**src/rtl/loader_pkg.sv**
```systemverilog
// Shared loader/CPU-top definitions: loader FSM states and memory bus encodings.
package loader_pkg;

    typedef enum logic [2:0] {
        ST_IDLE,
        ST_WRITE,
        ST_READ,
        ST_CHECK,
        ST_DONE,
        ST_ERROR
    } state_e;

    localparam logic [1:0] ACC_BYTE = 2'b00;
    localparam logic [1:0] ACC_WORD = 2'b11;

    localparam logic RW_WRITE = 1'b0;
    localparam logic RW_READ  = 1'b1;

endpackage

```
**src/rtl/prog_loader.sv**
```systemverilog
// Streams (address, byte) pairs into NUM_MEM memories in parallel, optionally reads
// each byte back and compares it, then hands the memory ports over to the CPU.
module prog_loader
    import loader_pkg::*;
#(
    parameter int ADDR_W  = 32,
    parameter int NUM_MEM = 2,
    parameter int VERIFY  = 1,
    parameter int RD_LAT  = 2,
    parameter int CNT_W   = 16
) (
    input  logic                  clk,
    input  logic                  rst_n,
    input  logic                  in_valid,
    output logic                  in_ready,
    input  logic [ADDR_W-1:0]     in_addr,
    input  logic [7:0]            in_data,
    input  logic                  in_last,
    output logic [ADDR_W-1:0]     mem_address,
    output logic [31:0]           mem_data_in,
    output logic [1:0]            mem_access_size,
    output logic                  mem_rw,
    input  logic [8*NUM_MEM-1:0]  mem_data_out,
    output logic                  cpu_sel,
    output logic                  cpu_stall,
    output logic                  done,
    output logic                  error,
    output logic [NUM_MEM-1:0]    err_mem,
    output logic [ADDR_W-1:0]     err_addr,
    output logic [CNT_W-1:0]      byte_count
);

    localparam int LAT_W = (RD_LAT > 1) ? $clog2(RD_LAT) : 1;

    state_e               r_state;
    logic [ADDR_W-1:0]    r_addr;
    logic [7:0]           r_data;
    logic                 r_last;
    logic [LAT_W-1:0]     r_lat;
    logic [CNT_W-1:0]     r_byte_count;
    logic [NUM_MEM-1:0]   r_err_mem;
    logic [ADDR_W-1:0]    r_err_addr;
    logic [NUM_MEM-1:0]   w_mismatch;

    // Case equality so an X/Z readback lane is flagged rather than silently passing.
    for (genvar gi = 0; gi < NUM_MEM; gi++) begin : g_lane
        assign w_mismatch[gi] = !(mem_data_out[8*gi +: 8] === r_data);
    end

    always_ff @(posedge clk or negedge rst_n) begin
        if (!rst_n) begin
            r_state      <= ST_IDLE;
            r_addr       <= '0;
            r_data       <= '0;
            r_last       <= 1'b0;
            r_lat        <= '0;
            r_byte_count <= '0;
            r_err_mem    <= '0;
            r_err_addr   <= '0;
        end else begin
            case (r_state)
                ST_IDLE: begin
                    if (in_valid) begin
                        r_addr  <= in_addr;
                        r_data  <= in_data;
                        r_last  <= in_last;
                        r_state <= ST_WRITE;
                    end
                end
                ST_WRITE: begin
                    if (r_byte_count != '1)
                        r_byte_count <= r_byte_count + CNT_W'(1);
                    if (VERIFY != 0) begin
                        r_lat   <= LAT_W'(RD_LAT - 1);
                        r_state <= ST_READ;
                    end else begin
                        r_state <= r_last ? ST_DONE : ST_IDLE;
                    end
                end
                ST_READ: begin
                    if (r_lat == '0) r_state <= ST_CHECK;
                    else             r_lat   <= r_lat - LAT_W'(1);
                end
                ST_CHECK: begin
                    if (|w_mismatch) begin
                        r_err_mem  <= w_mismatch;
                        r_err_addr <= r_addr;
                        r_state    <= ST_ERROR;
                    end else begin
                        r_state <= r_last ? ST_DONE : ST_IDLE;
                    end
                end
                ST_DONE, ST_ERROR: r_state <= r_state;
                default:           r_state <= ST_IDLE;
            endcase
        end
    end

    // Address/data only change on accept, so they hold outside WRITE/READ.
    assign mem_address     = r_addr;
    assign mem_data_in     = {24'b0, r_data};
    assign mem_access_size = ACC_BYTE;
    assign mem_rw          = (r_state == ST_WRITE) ? RW_WRITE : RW_READ;

    assign in_ready   = (r_state == ST_IDLE);
    assign done       = (r_state == ST_DONE);
    assign error      = (r_state == ST_ERROR);
    assign cpu_sel    = done;
    assign cpu_stall  = !done;
    assign err_mem    = r_err_mem;
    assign err_addr   = r_err_addr;
    assign byte_count = r_byte_count;

endmodule

```
**config.mk**
```make
export PLATFORM = sky130hd
export DESIGN_NAME = prog_loader
export DESIGN_NICKNAME = d
export VERILOG_FILES = /design/src/rtl/loader_pkg.sv /design/src/rtl/prog_loader.sv
export SDC_FILE = /design/constraint.sdc
export NUM_CORES = 1
export LEC_CHECK = 0
export ABC_AREA = 1
export BUFFER_PORTS_ARGS = -buffer_cell sky130_fd_sc_hd__buf_2
export CAP_MARGIN = 20
export CORE_MARGIN = 1.5
export CORE_UTILIZATION = 45
export CTS_CLUSTER_DIAMETER = 50
export DETAILED_ROUTE_END_ITERATION = 12
export PLACE_DENSITY = 0.75
export SLEW_MARGIN = 20
export SYNTH_ARGS = -nofsm -noshare
export SYNTH_HDL_FRONTEND = slang
export SYNTH_SLANG_ARGS = --single-unit
```
**constraint.sdc**
```tcl
create_clock -name clk -period 5.2 [get_ports clk]
set_clock_uncertainty 0.2 [all_clocks]
set_input_delay 0.78 -clock clk [delete_from_list [all_inputs] [get_ports clk]]
set_output_delay 0.78 -clock clk [all_outputs]
set_load 0.05 [all_outputs]
```
Yosys cells after proc, flatten, opt, wreduce, memory -nomap -nowiden
Index checks and enable logic that the tools add are counted.
Word-level totals
  bits in registers: 95
  latch bits: 0
  bits in writable memories: 0
  ROM bits: 0
  input port bits: 60
  output and inout bits: 122
  logic and storage cells: 40
  memories kept: 0
Operators by class
  $add $sub $neg: 2
  multiply operators: 0
  div/mod/pow operators: 0
  $lt $le $gt $ge: 0
  equal/unequal tests: 10
  shifts and indexed selects: 0
  multiplexer cells: 8
  bitwise operators: 1
  reductions and logical operators: 11
Operators with widths (number)
  16-bit by 1-bit adder with 16-bit output, second input constant: 1
  8-bit case equality test: 2
  16-bit inequality test, second input constant: 1
  3-bit case mux with 5 select lines: 1
  3-bit two-way mux: 4
  3-bit by 2-bit equality test with 1-bit output, second input constant: 2
  3-bit equality test, second input constant: 2
  2-bit AND reduction: 3
  2-bit inequality test, second input constant: 2
  2-bit OR reduction: 2
  3-bit by 1-bit equality test with 1-bit output, second input constant: 1
  1-bit logical NOT: 3
  3-bit logical NOT: 1
  3-bit AND reduction: 1
  1-bit two-way mux: 2
  1-bit case mux with 2 select lines: 1
  2-bit nonzero test: 1
  1-bit inverter: 1
  1-bit subtractor, second input constant: 1

Longest topological paths before layout
Gate-level depths: netlist of the first run.
  word-level depth: 5
  mapped depth: 11
  mapped depth without buffers: 11

Worst setup path before layout of the first run
No wires, ideal clock.
  kind: reg2out
  start point: register r_state[2]
  end point: output port cpu_stall
  arrival time: 1.809 ns
  required time: 4.220 ns
  path slack: 2.411 ns
  cell stages (with the launch flop): 6
  path buffers: 0
  cells stage by stage: dfrtp_1 > inv_1 > nor2_1 > inv_1 > nor2_1 > inv_1
Between the ends
  cells in the longest elaborated chain, start to end: 2
Ends and longest elaborated chain
  start, declared: RTL line prog_loader.sv:35  | state_e r_state;
  start signal, assigned: RTL line prog_loader.sv:77  | r_state <= r_last ? ST_DONE : ST_IDLE;
  start signal, assigned: RTL line prog_loader.sv:90  | r_state <= r_last ? ST_DONE : ST_IDLE;
  start signal, assigned: RTL line prog_loader.sv:93  | ST_DONE, ST_ERROR: r_state <= r_state;
  3-bit equality test: RTL line prog_loader.sv:106  | assign done = (r_state == ST_DONE);
  via cpu_sel: RTL line prog_loader.sv:24  | output logic cpu_sel,
  1-bit logical NOT: RTL line prog_loader.sv:109  | assign cpu_stall = !done;
  end, declared: RTL line prog_loader.sv:25  | output logic cpu_stall,
The timed path passes the listed nets, and every way through them passes these cells.

Worst setup path in the final report of the first run
  start point: input port mem_data_out[14]
  end point: register r_state[0]
Between the ends
  cells in the longest elaborated chain, start to end: 5
Ends and longest elaborated chain
  start, declared: RTL line prog_loader.sv:23  | input logic [8*NUM_MEM-1:0] mem_data_out,
  8-bit case equality test: RTL line prog_loader.sv:47  | assign w_mismatch[gi] = !(mem_data_out[8*gi +: 8] === r_data);
  1-bit logical NOT: RTL line prog_loader.sv:47
  2-bit OR reduction: RTL line prog_loader.sv:85  | if (|w_mismatch) begin
  3-bit two-way mux: RTL line prog_loader.sv:85
  3-bit case mux with 5 select lines: RTL line prog_loader.sv:61  | case (r_state)
No other way between the ends.
A chain may end at the register's enable or synchronous reset.

==> results of run 1 <==
## stage by stage
step | hold WS [ns] | total power, W | std cells
after floorplan | 0.267 | 0.000818 | 516
after global placement | 0.251 | 0.000841 | 764
after detailed placement | 0.257 | 0.000843 | 764
after CTS | 0.171 | 0.00136 | 780
after global routing | 0.191 | 0.00140 | 780
final | 0.167 | 0.00134 | 780
## critical path: stages
cell and delay, ns:
sky130_fd_sc_hd__buf_2 0.11, sky130_fd_sc_hd__nand2_1 0.07, sky130_fd_sc_hd__nand2_1 0.06, sky130_fd_sc_hd__nor2_1 0.13, sky130_fd_sc_hd__nand2_1 0.09, sky130_fd_sc_hd__nor2_1 0.13, sky130_fd_sc_hd__nand2_2 0.41, sky130_fd_sc_hd__nand2_2 0.70
sky130_fd_sc_hd__nand2_1 0.11, sky130_fd_sc_hd__nand2_1 0.09, sky130_fd_sc_hd__nand2_1 0.05
## sequential cells by signal, summed over array words and instances (netlist names)
signal,count
r_last,1
err_addr,32
byte_count,16
err_mem,2
r_lat,1
mem_address,32
r_state,3
r_data,8
## where the power goes
part | internal, W | switching, W
Combinational | 0.0000204 | 0.0000688
Clock | 0.000243 | 0.000269
Sequential | 0.000738 | 0
## metal layers
layer / global-route usage [%] / vias up
li1: - / 1786
met1: 23.2 / 1775
met2: 34.0 / 136
met3: 3.93 / 15
met4: 8.11 / 0
met5: 0 / -
## final cells by class
type / instances / area, um2 / area share [%]
clock buffers: 10 / 138 / 2.53
clock inverters: 6 / 72.6 / 1.33
inverters: 41 / 154 / 2.83
multi-input cells: 337 / 1730 / 31.8
flip-flops and latches: 95 / 2380 / 43.7
well taps: 133 / 166 / 3.06
repair buffers: 158 / 801 / 14.7
## path summary, 6_finish.rpt
| check | start | end | cells after the start |
|---|---|---|---|
| worst min register to register | err_addr[19] | err_addr[19] | 2 |
| worst min-delay path | rst_n | mem_address[18] | 1 |
| min in group clk | err_addr[19] | err_addr[19] | 2 |
| max in group asynchronous | rst_n | mem_address[0] | 2 |
| worst max-delay path | mem_data_out[14] | r_state[0] | 11 |
| worst max register to register | r_data[6] | r_state[0] | 11 |
## Yosys cell counts
master	instances	area [um2]
sky130_fd_sc_hd__a21oi_1	9	45.0
sky130_fd_sc_hd__a221oi_1	1	8.76
sky130_fd_sc_hd__buf_2	5	25.0
sky130_fd_sc_hd__buf_4	28	210
sky130_fd_sc_hd__buf_6	4	45.0
sky130_fd_sc_hd__clkbuf_1	6	22.5
sky130_fd_sc_hd__conb_1	1	3.75
sky130_fd_sc_hd__dfrtp_1	95	2380
sky130_fd_sc_hd__ha_1	1	12.5
sky130_fd_sc_hd__inv_1	40	150
sky130_fd_sc_hd__inv_2	1	3.75
sky130_fd_sc_hd__mux2_2	32	360
sky130_fd_sc_hd__nand2_1	157	589
sky130_fd_sc_hd__nand2_2	3	18.8
sky130_fd_sc_hd__nand2_4	1	11.3
sky130_fd_sc_hd__nand3_1	37	185
sky130_fd_sc_hd__nand4_1	3	18.8
sky130_fd_sc_hd__nor2_1	35	131
sky130_fd_sc_hd__nor3_1	7	35.0
sky130_fd_sc_hd__nor3_2	1	10.0
sky130_fd_sc_hd__nor3_4	2	32.5
sky130_fd_sc_hd__o21ai_0	8	40.0
sky130_fd_sc_hd__or2_2	1	6.26
sky130_fd_sc_hd__xnor2_1	6	52.6
sky130_fd_sc_hd__xor2_1	6	52.6
sky130_fd_sc_hd__xor2_2	1	16.3
## logic make-up after synthesis
logic type	share of synthesized area, %
mux	8.07
buf+inv	10.2
flops	53.3
fa+ha+maj	0.280
simple gates	23.3
xor+xnor	2.72
compound gates	2.10
other cells	0.0840
==> flow_results.xml, run 1 <==
<?xml version="1.0" encoding="UTF-8"?>
<metrics>
  <group name="status">
    <metric name="status" unit="">finished clean</metric>
  </group>
  <group name="pwr">
    <metric name="power.ir.vdd_worst" unit="mV">0.154</metric>
    <metric name="leakagePower" unit="nW">3.29</metric>
    <metric name="power_density" unit="mW/mm2">246</metric>
  </group>
  <group name="detailed_routing">
    <metric name="wl_per_cell" unit="um">13.4</metric>
    <metric name="postRouteWirelength" unit="um">10400</metric>
    <metric name="ant_nets" unit="">0</metric>
    <metric name="route.top_layer_used" unit="">met4</metric>
    <metric name="detail_route.wirelength.met1" unit="um">4380</metric>
    <metric name="via_count" unit="">3712</metric>
    <metric name="via_per_inst" unit="">4.76</metric>
    <metric name="drt-pass1-iter-count" unit="">4</metric>
    <metric name="met3RoutedLength" unit="um">650</metric>
    <metric name="metal2_wl" unit="um">5200</metric>
    <metric name="initialDrtViolationCount" unit="">120</metric>
    <metric name="drc_errors" unit="">0</metric>
  </group>
  <group name="timing">
    <metric name="setup-tns-final" unit="ns">0</metric>
    <metric name="finalHoldViolCount" unit="">0</metric>
    <metric name="total_setup_violations_reported_at_the_end_of_the_flow" unit="">0</metric>
    <metric name="unrepaired_setup_endpoints_after_global_routing" unit="">false</metric>
    <metric name="period_minus_slack" unit="ns">2.70</metric>
    <metric name="final_report_max_slew_violation_count" unit="">0</metric>
    <metric name="max_slew_margin" unit="%">53.9</metric>
    <metric name="timing_worst_slew_pin_value" unit="ns">0.691</metric>
    <metric name="min_period_over_period" unit="%">51.9</metric>
    <metric name="post-route-worst-setup-slack" unit="ns">2.50</metric>
    <metric name="timing.fmax" unit="MHz">370</metric>
  </group>
  <group name="critical_path">
    <metric name="crit_path_max_fanout" unit="">36</metric>
    <metric name="timing.critical_path.arrival" unit="ns">2.75</metric>
    <metric name="timing.reg2reg.setup_slack" unit="ns">2.54</metric>
    <metric name="setup.worst_path.start_class" unit="">input port</metric>
    <metric name="worst_setup_end_kind" unit="">register</metric>
    <metric name="category_of_the_most_critical_setup_path" unit="">in -&gt; reg</metric>
    <metric name="critPathRequiredTime" unit="ns">5.25</metric>
  </group>
  <group name="clock_network">
    <metric name="max-clock-path-buffers" unit="">2</metric>
    <metric name="cts_hold_buf" unit="">0</metric>
    <metric name="clock_network_latency_to_the_later_pin_of_the_worst_skew_pair" unit="ns">0.36</metric>
    <metric name="cts.sink_count" unit="">95</metric>
    <metric name="htreeDepth" unit="">3</metric>
    <metric name="clkSlewWorstSetupHoldPaths" unit="ns">0.10</metric>
    <metric name="cts_setup_buffers" unit="">0</metric>
    <metric name="post_cts_resize_count" unit="">0</metric>
    <metric name="cts_made_buffers" unit="">9</metric>
    <metric name="clock_tree_from_tritoncts" unit="">done</metric>
    <metric name="ctsRootBufferMaster" unit="">sky130_fd_sc_hd__clkbuf_8</metric>
  </group>
  <group name="finish">
    <metric name="finish.utilization" unit="%">56.1</metric>
    <metric name="area_delta_synth_final" unit="%">21.8</metric>
    <metric name="layout.cell_area.non_filler" unit="mm2">0.00544</metric>
    <metric name="n_antenna_cell" unit="">0</metric>
    <metric name="final_layout_size_suffix_gt1_share" unit="%">33.7</metric>
    <metric name="nNetsFinal" unit="">703</metric>
    <metric name="most_common_library_cell_in_the_layout_ignoring_fill_and_taps" unit="">sky130_fd_sc_hd__nand2_1</metric>
    <metric name="layout.filler_cells" unit="">898</metric>
    <metric name="layout.cells.most_common_list" unit="">sky130_fd_sc_hd__nand2_1 (155), sky130_fd_sc_hd__buf_2 (154), sky130_fd_sc_hd__dfrtp_1 (95), sky130_fd_sc_hd__inv_1 (40), sky130_fd_sc_hd__nand3_1 (37)</metric>
  </group>
  <group name="synthesis">
    <metric name="synthesis.area" unit="mm2">0.00446</metric>
    <metric name="synth_seq_area_share" unit="%">53.3</metric>
    <metric name="yosys_warnings" unit="">0</metric>
    <metric name="synth_register_bits" unit="">95</metric>
    <metric name="avgSynthCellArea" unit="um2">9.09</metric>
    <metric name="mapped_cells" unit="">491</metric>
    <metric name="synthDistinctLibCells" unit="">26</metric>
  </group>
  <group name="floorplanning">
    <metric name="core" unit="mm2">0.00968</metric>
    <metric name="die_area" unit="mm2">0.0105</metric>
    <metric name="design.portCount" unit="">182</metric>
    <metric name="total_number_of_placement_rows" unit="">36</metric>
    <metric name="effective_utilization_at_floorplan" unit="%">46.1</metric>
    <metric name="die_x" unit="um">103</metric>
    <metric name="die_h" unit="um">103</metric>
  </group>
  <group name="global_routing">
    <metric name="antenna_found_initial" unit="">0</metric>
    <metric name="grt_first_pass_wirelength" unit="um">15600</metric>
    <metric name="first_global_vias" unit="">3336</metric>
    <metric name="grt_util_all_layers" unit="%">19.4</metric>
    <metric name="largest_net_degree_at_the_start_of_global_routing" unit="">56</metric>
    <metric name="global_route.overflow_total" unit="">0</metric>
  </group>
  <group name="flow_run">
    <metric name="max-cap-violations" unit="">0</metric>
  </group>
  <group name="place">
    <metric name="dpl.hpwl" unit="um">7670</metric>
    <metric name="dp_slack" unit="ns">1.67</metric>
    <metric name="port_buffers" unit="">155</metric>
    <metric name="final_replace_weighted_congestion" unit="">0.840</metric>
    <metric name="postPlaceCellArea" unit="mm2">0.00523</metric>
  </group>
  <group name="worst_hold_path">
    <metric name="worstHoldPathType" unit="">in -&gt; async</metric>
  </group>
</metrics>
No activity file was read; power rests on OpenSTA's default activity.
==> inputs of run 2 (changes only) <==
--- a/config.mk
+++ b/config.mk
@@ -5,14 +5,14 @@
 export SDC_FILE = /design/constraint.sdc
 export NUM_CORES = 1
 export LEC_CHECK = 0
-export ABC_AREA = 1
+export ABC_AREA = 0
 export BUFFER_PORTS_ARGS = -buffer_cell sky130_fd_sc_hd__buf_2
 export CAP_MARGIN = 20
 export CORE_MARGIN = 1.5
-export CORE_UTILIZATION = 45
+export CORE_UTILIZATION = 43
 export CTS_CLUSTER_DIAMETER = 50
 export DETAILED_ROUTE_END_ITERATION = 12
-export PLACE_DENSITY = 0.75
+export PLACE_DENSITY = 0.76
 export SLEW_MARGIN = 20
 export SYNTH_ARGS = -nofsm -noshare
 export SYNTH_HDL_FRONTEND = slang
==> constraint.sdc (replaced) <==
create_clock -name clk -period 2.4 [get_ports clk]
set_clock_uncertainty 0.2 [all_clocks]
set_input_delay 0.36 -clock clk [delete_from_list [all_inputs] [get_ports clk]]
set_output_delay 0.36 -clock clk [all_outputs]
set_load 0.05 [all_outputs]
==> run 2 against run 1 <==
Compared with the run above: die area grew 0.33%; hold slack got worse by 0.14 ns; sequential cell count unchanged; global-route usage decreased by 2.3 points; critical path type is now reg -> reg.
==> flow_results.xml, run 2 <==
<?xml version="1.0" encoding="UTF-8"?>
<metrics>
  <group name="critical_path">
    <metric name="path_buf_inv" unit="">1</metric>
    <metric name="crit_path_max_fanout" unit="">33</metric>
    <metric name="crit_path_top_delay_cell" unit="">sky130_fd_sc_hd__dfrtp_1</metric>
    <metric name="cp_cell_sequence" unit="">xor2_1 -&gt; nor4_2 -&gt; nand4_1 -&gt; nor2b_4 -&gt; buf_12 -&gt; mux2_1</metric>
    <metric name="cp_slowest_stage_delay" unit="ns">0.42</metric>
    <metric name="cpLargestDelayFamily" unit="">simple AND/OR/NAND/NOR gates</metric>
    <metric name="timing.reg2reg.setup_slack" unit="ns">0.26</metric>
    <metric name="setup.worst_path.start_class" unit="">register</metric>
    <metric name="timing.critical_path.arrival" unit="ns">2.18</metric>
    <metric name="critPathRequiredTime" unit="ns">2.43</metric>
    <metric name="worst_setup_end_kind" unit="">register</metric>
    <metric name="category_of_the_most_critical_setup_path" unit="">reg -&gt; reg</metric>
  </group>
  <group name="floorplanning">
    <metric name="effective_utilization_at_floorplan" unit="%">44.0</metric>
    <metric name="die_area" unit="mm2">0.0106</metric>
    <metric name="design.portCount" unit="">182</metric>
    <metric name="total_number_of_placement_rows" unit="">36</metric>
    <metric name="die_h" unit="um">103</metric>
    <metric name="core" unit="mm2">0.00973</metric>
    <metric name="die_x" unit="um">103</metric>
  </group>
  <group name="synthesis">
    <metric name="synth_register_bits" unit="">95</metric>
    <metric name="ys_async_sr_fraction" unit="%">100</metric>
    <metric name="synthDistinctLibCells" unit="">35</metric>
    <metric name="yosys_warnings" unit="">0</metric>
    <metric name="yosys-top-cells-area" unit="">sky130_fd_sc_hd__dfrtp_1 (56%), sky130_fd_sc_hd__mux2_1 (12%), sky130_fd_sc_hd__mux2_4 (11%)</metric>
    <metric name="mapped_cells" unit="">299</metric>
    <metric name="synthesis.area" unit="mm2">0.00428</metric>
    <metric name="yosys.area.top_type_share" unit="%">55.5</metric>
    <metric name="most_common_cell_in_the_netlist" unit="">sky130_fd_sc_hd__dfrtp_1</metric>
    <metric name="dominantRegCellSynth" unit="">sky130_fd_sc_hd__dfrtp_1</metric>
    <metric name="synth_seq_area_share" unit="%">55.5</metric>
    <metric name="yosys-top-cells-count" unit="">sky130_fd_sc_hd__dfrtp_1 (95), sky130_fd_sc_hd__mux2_1 (44), sky130_fd_sc_hd__mux2_4 (30), sky130_fd_sc_hd__buf_4 (27), sky130_fd_sc_hd__xor2_1 (20)</metric>
    <metric name="synth_enable_flop_cells" unit="">0</metric>
    <metric name="synth_area_leader_cell" unit="">sky130_fd_sc_hd__dfrtp_1</metric>
    <metric name="avgSynthCellArea" unit="um2">14.3</metric>
  </group>
  <group name="clock_network">
    <metric name="clkSlewWorstSetupHoldPaths" unit="ns">0.08</metric>
    <metric name="ctsRootBufferMaster" unit="">sky130_fd_sc_hd__clkbuf_8</metric>
    <metric name="cts_made_buffers" unit="">9</metric>
    <metric name="cts.sink_count" unit="">95</metric>
    <metric name="cts_setup_buffers" unit="">0</metric>
    <metric name="cts_hold_buf" unit="">14</metric>
    <metric name="post_cts_resize_count" unit="">0</metric>
    <metric name="max-clock-path-buffers" unit="">2</metric>
    <metric name="htreeDepth" unit="">3</metric>
    <metric name="clock_tree_from_tritoncts" unit="">done</metric>
    <metric name="clock_network_latency_to_the_later_pin_of_the_worst_skew_pair" unit="ns">0.35</metric>
  </group>
  <group name="detailed_routing">
    <metric name="metal2_wl" unit="um">4440</metric>
    <metric name="ant_nets" unit="">0</metric>
    <metric name="initialDrtViolationCount" unit="">43</metric>
    <metric name="via_per_inst" unit="">4.61</metric>
    <metric name="drc_errors" unit="">0</metric>
    <metric name="met3RoutedLength" unit="um">510</metric>
    <metric name="via_count" unit="">2816</metric>
    <metric name="postRouteWirelength" unit="um">8750</metric>
    <metric name="detail_route.wirelength.met1" unit="um">3660</metric>
    <metric name="route.top_layer_used" unit="">met4</metric>
    <metric name="drt-pass1-iter-count" unit="">4</metric>
    <metric name="wl_per_cell" unit="um">14.3</metric>
  </group>
  <group name="timing">
    <metric name="max_slew_margin" unit="%">60.0</metric>
    <metric name="min_period_over_period" unit="%">89.3</metric>
    <metric name="timing_worst_slew_pin_value" unit="ns">0.599</metric>
    <metric name="timing.fmax" unit="MHz">467</metric>
    <metric name="unrepaired_setup_endpoints_after_global_routing" unit="">false</metric>
    <metric name="total_setup_violations_reported_at_the_end_of_the_flow" unit="">0</metric>
    <metric name="setup-tns-final" unit="ns">0</metric>
    <metric name="period_minus_slack" unit="ns">2.14</metric>
    <metric name="post-route-worst-setup-slack" unit="ns">0.257</metric>
    <metric name="final_report_max_slew_violation_count" unit="">0</metric>
    <metric name="finalHoldViolCount" unit="">0</metric>
    <metric name="finalHoldWorstSlack" unit="ns">0.0225</metric>
  </group>
  <group name="finish">
    <metric name="n_antenna_cell" unit="">0</metric>
    <metric name="finish.utilization" unit="%">56.0</metric>
    <metric name="layout.cells.most_common_list" unit="">sky130_fd_sc_hd__buf_2 (154), sky130_fd_sc_hd__dfrtp_1 (95), sky130_fd_sc_hd__mux2_1 (44), sky130_fd_sc_hd__mux2_4 (30), sky130_fd_sc_hd__conb_1 (26)</metric>
    <metric name="area.sequential" unit="mm2">0.00238</metric>
    <metric name="nNetsFinal" unit="">534</metric>
    <metric name="area_delta_synth_final" unit="%">27.2</metric>
    <metric name="layout.filler_cells" unit="">846</metric>
    <metric name="combined_area_of_the_multi_input_logic_cells" unit="mm2">0.00169</metric>
    <metric name="final_layout_size_suffix_gt1_share" unit="%">45.2</metric>
    <metric name="most_common_library_cell_in_the_layout_ignoring_fill_and_taps" unit="">sky130_fd_sc_hd__buf_2</metric>
  </group>
  <group name="place">
    <metric name="dp_slack" unit="ns">0.198</metric>
    <metric name="dpl.hpwl" unit="um">6320</metric>
    <metric name="port_buffers" unit="">155</metric>
    <metric name="final_replace_weighted_congestion" unit="">0.740</metric>
  </group>
  <group name="global_routing">
    <metric name="largest_net_degree_at_the_start_of_global_routing" unit="">52</metric>
    <metric name="first_global_vias" unit="">2750</metric>
    <metric name="global_route.overflow_total" unit="">0</metric>
    <metric name="antenna_found_initial" unit="">0</metric>
    <metric name="grt_util_all_layers" unit="%">17.1</metric>
    <metric name="grt_first_pass_wirelength" unit="um">13700</metric>
  </group>
  <group name="worst_hold_path">
    <metric name="worstHoldPathType" unit="">in -&gt; reg</metric>
  </group>
  <group name="flow_run">
    <metric name="max-cap-violations" unit="">0</metric>
  </group>
  <group name="status">
    <metric name="status" unit="">finished clean</metric>
  </group>
</metrics>
==> run 2: worst paths after layout <==
kind	to	start	depth (start not counted)
max in group asynchronous	r_data[0]	rst_n	3
worst max-delay path	err_addr[0]	r_data[5]	6
worst min-delay path	r_data[2]	in_data[2]	2
min in group asynchronous	err_addr[21]	rst_n	2
worst min register to register	byte_count[15]	byte_count[15]	1
worst max register to register	err_addr[0]	r_data[5]	6
==> run 2: cell families after synthesis <==
logic type      after synthesis  share of synthesized area, %
xor+xnor                     31                          6.34
simple gates                 48                          7.02
flops                        95                          55.5
mux                          74                          22.1
fa+ha+maj                     1                         0.292
other cells                   1                        0.0876
compound gates                9                          1.32
buf+inv                      40                          7.31
==> run 2: metrics by stage <==
step	std cells	instance area (um2)
floorplan	324	4380
global placement	581	5090
detailed placement	581	5090
CTS	611	5450
global route	611	5450
finish	611	5450
==> run 2: layout make-up <==
class / count / share of cell area [%]
inverter: 4 / 0.276
multi-input combinational: 189 / 31.0
sequential: 95 / 43.6
clock buffer: 12 / 3.03
clock inverter: 4 / 0.942
timing repair buffer: 174 / 18.0
tap: 133 / 3.06
==> run 2: routing by layer <==
metal,track usage (%),up-vias
li1,-,1324
met1,20.6,1384
met2,29.6,98
met3,3.53,10
met4,7.28,0
met5,0,-
Power of run 2 is left out: the tool's default activity adds up to more than one toggle a clock period on the data nets, which glitch-free logic cannot reach.
==> inputs of run 3 (changes only) <==
--- a/config.mk
+++ b/config.mk
@@ -9,10 +9,10 @@
 export BUFFER_PORTS_ARGS = -buffer_cell sky130_fd_sc_hd__buf_2
 export CAP_MARGIN = 20
 export CORE_MARGIN = 1.5
-export CORE_UTILIZATION = 43
+export CORE_UTILIZATION = 29
 export CTS_CLUSTER_DIAMETER = 50
 export DETAILED_ROUTE_END_ITERATION = 12
-export PLACE_DENSITY = 0.76
+export GPL_ROUTABILITY_DRIVEN = 0
 export SLEW_MARGIN = 20
 export SYNTH_ARGS = -nofsm -noshare
 export SYNTH_HDL_FRONTEND = slang
==> run 3 against run 2 <==
Compared with the run above: hold slack improved by 0.0066 ns; wire length rose by 5.3%; clock-buffer cell count fell by 2; sequential cell count did not move; worst setup slack improved by 0.0079 ns; global-route usage fell by 4.6 points; first-iteration DRC count rose by 79%; register-to-register slack barely moved.
==> flow_results.xml, run 3 (synthesized netlist as in run 2, its figures left out) <==
<?xml version="1.0" encoding="UTF-8"?>
<metrics>
  <group name="status">
    <metric name="status" unit="">finished clean</metric>
  </group>
  <group name="place">
    <metric name="dpl.hpwl" unit="um">6640</metric>
    <metric name="port_buffers" unit="">155</metric>
    <metric name="postPlaceCellArea" unit="mm2">0.00517</metric>
  </group>
  <group name="timing">
    <metric name="finalHoldViolCount" unit="">0</metric>
    <metric name="timing.fmax" unit="MHz">468</metric>
    <metric name="period_minus_slack" unit="ns">2.14</metric>
    <metric name="unrepaired_setup_endpoints_after_global_routing" unit="">false</metric>
    <metric name="final_report_max_slew_violation_count" unit="">0</metric>
    <metric name="max_slew_margin" unit="%">65.1</metric>
    <metric name="total_setup_violations_reported_at_the_end_of_the_flow" unit="">0</metric>
    <metric name="setup-tns-final" unit="ns">0</metric>
    <metric name="min_period_over_period" unit="%">89.0</metric>
    <metric name="finalHoldWorstSlack" unit="ns">0.0291</metric>
    <metric name="timing_worst_slew_pin_value" unit="ns">0.523</metric>
  </group>
  <group name="global_routing">
    <metric name="first_global_vias" unit="">2866</metric>
    <metric name="antenna_found_initial" unit="">0</metric>
    <metric name="largest_net_degree_at_the_start_of_global_routing" unit="">96</metric>
    <metric name="global_route.overflow_total" unit="">0</metric>
    <metric name="grt_util_all_layers" unit="%">12.5</metric>
    <metric name="grt_first_pass_wirelength" unit="um">15400</metric>
  </group>
  <group name="detailed_routing">
    <metric name="via_count" unit="">2773</metric>
    <metric name="drc_errors" unit="">0</metric>
    <metric name="initialDrtViolationCount" unit="">77</metric>
    <metric name="ant_nets" unit="">0</metric>
    <metric name="postRouteWirelength" unit="um">9210</metric>
    <metric name="via_per_inst" unit="">4.25</metric>
    <metric name="wl_per_cell" unit="um">14.1</metric>
    <metric name="drt-pass1-iter-count" unit="">4</metric>
  </group>
  <group name="clock_network">
    <metric name="clock_network_latency_to_the_later_pin_of_the_worst_skew_pair" unit="ns">0.34</metric>
    <metric name="max-clock-path-buffers" unit="">2</metric>
    <metric name="post_cts_resize_count" unit="">0</metric>
    <metric name="cts.sink_count" unit="">95</metric>
    <metric name="clkSlewWorstSetupHoldPaths" unit="ns">0.07</metric>
    <metric name="cts_made_buffers" unit="">9</metric>
    <metric name="ctsRootBufferMaster" unit="">sky130_fd_sc_hd__clkbuf_16</metric>
    <metric name="htreeDepth" unit="">3</metric>
    <metric name="clock_tree_from_tritoncts" unit="">done</metric>
  </group>
  <group name="finish">
    <metric name="most_common_library_cell_in_the_layout_ignoring_fill_and_taps" unit="">sky130_fd_sc_hd__buf_2</metric>
    <metric name="layout.cell_area.non_filler" unit="mm2">0.00551</metric>
    <metric name="layout.cells.most_common_list" unit="">sky130_fd_sc_hd__buf_2 (154), sky130_fd_sc_hd__dfrtp_1 (95), sky130_fd_sc_hd__mux2_1 (44), sky130_fd_sc_hd__mux2_4 (30), sky130_fd_sc_hd__conb_1 (26)</metric>
    <metric name="nNetsFinal" unit="">524</metric>
    <metric name="n_antenna_cell" unit="">0</metric>
    <metric name="area_delta_synth_final" unit="%">28.6</metric>
    <metric name="layout.filler_cells" unit="">1432</metric>
    <metric name="final_layout_size_suffix_gt1_share" unit="%">46.6</metric>
  </group>
  <group name="critical_path">
    <metric name="cp_cell_sequence" unit="">xor2_1 -&gt; nor4_2 -&gt; nand4_1 -&gt; nor2b_4 -&gt; buf_4 -&gt; mux2_4</metric>
    <metric name="critPathRequiredTime" unit="ns">2.43</metric>
    <metric name="worst_setup_end_kind" unit="">register</metric>
    <metric name="crit_path_max_fanout" unit="">9</metric>
    <metric name="cp_slowest_stage_delay" unit="ns">0.42</metric>
    <metric name="crit_path_top_delay_cell" unit="">sky130_fd_sc_hd__dfrtp_1</metric>
    <metric name="setup.worst_path.start_class" unit="">register</metric>
    <metric name="cpLargestDelayFamily" unit="">simple AND/OR/NAND/NOR gates</metric>
    <metric name="path_buf_inv" unit="">1</metric>
    <metric name="timing.critical_path.arrival" unit="ns">2.17</metric>
    <metric name="category_of_the_most_critical_setup_path" unit="">reg -&gt; reg</metric>
  </group>
  <group name="floorplanning">
    <metric name="total_number_of_placement_rows" unit="">44</metric>
    <metric name="die_h" unit="um">124</metric>
    <metric name="core" unit="mm2">0.0145</metric>
    <metric name="design.portCount" unit="">182</metric>
    <metric name="die_area" unit="mm2">0.0155</metric>
    <metric name="die_x" unit="um">124</metric>
    <metric name="effective_utilization_at_floorplan" unit="%">29.6</metric>
  </group>
  <group name="worst_hold_path">
    <metric name="worstHoldPathType" unit="">in -&gt; reg</metric>
  </group>
  <group name="flow_run">
    <metric name="max-cap-violations" unit="">0</metric>
  </group>
</metrics>
-- run 3: cell types whose count changed in the layout (fill, tap and decap cells not counted) --
cell                            delta
sky130_fd_sc_hd__dlygate4sd3_1    -13
sky130_fd_sc_hd__inv_6             +1
sky130_fd_sc_hd__bufinv_16         +1
sky130_fd_sc_hd__clkinv_4          +1
sky130_fd_sc_hd__clkbuf_1          +1
sky130_fd_sc_hd__clkbuf_8         -12
sky130_fd_sc_hd__clkinvlp_4        -1
sky130_fd_sc_hd__buf_4             +3
sky130_fd_sc_hd__clkbuf_16         +9
-- run 3: stage by stage --
step	worst slack [ns]	util (%)	cells
floorplan	0.00733	-	324
global placement	0.0656	35.7	634
detailed placement	0.0291	35.7	634
CTS	0.0389	38.0	651
global route	0.146	38.0	652
finish	0.265	38.0	652
-- run 3: path summary, 6_finish.rpt --
kind	from	to	slack, ns	cells past startpoint
setup reg to reg	r_data[1]	err_addr[8]	0.26	6
setup / recovery	r_data[1]	err_addr[8]	0.26	6
hold / removal	in_addr[27]	mem_address[27]	0.03	2
min in group asynchronous	rst_n	err_addr[14]	0.40	3
max in group asynchronous	rst_n	r_data[4]	1.18	3
hold reg to reg	r_last	r_last	0.29	1
-- run 3: final cells by class --
class,instances,area (um2),area share [%]
sequential,95,2380,43.2
multi-input combinational,189,1690,30.7
timing repair buffer,164,873,15.9
tap,184,230,4.18
clock buffer,10,229,4.16
clock inverter,6,91.3,1.66
inverter,4,15.0,0.273
-- run 3: timing repair --
item / 4_1_cts / 5_1_grt
buffers inserted: 0 / 1
setup endpoints to repair: 0 / 23
hold buffers: 1 / 0
endpoints found under the hold margin: 95 / 0
-- run 3: layer usage --
metal	track usage [%]	wire length, um
met2	19.1	4270
met3	5.03	646
met1	16.4	4190
met4	3.45	105
met5	0	0
-- run 3: worst reg2reg max path: cells and delay by family, from the launching register on --
family | cells | cell delay (ns)
and+or+nand+nor | 3 | 0.70
DFF | 1 | 0.42
muxes | 1 | 0.32
buffers and inverters | 1 | 0.20
xor gates and xnor gates | 1 | 0.18
Power of run 3 is left out for the same reason.
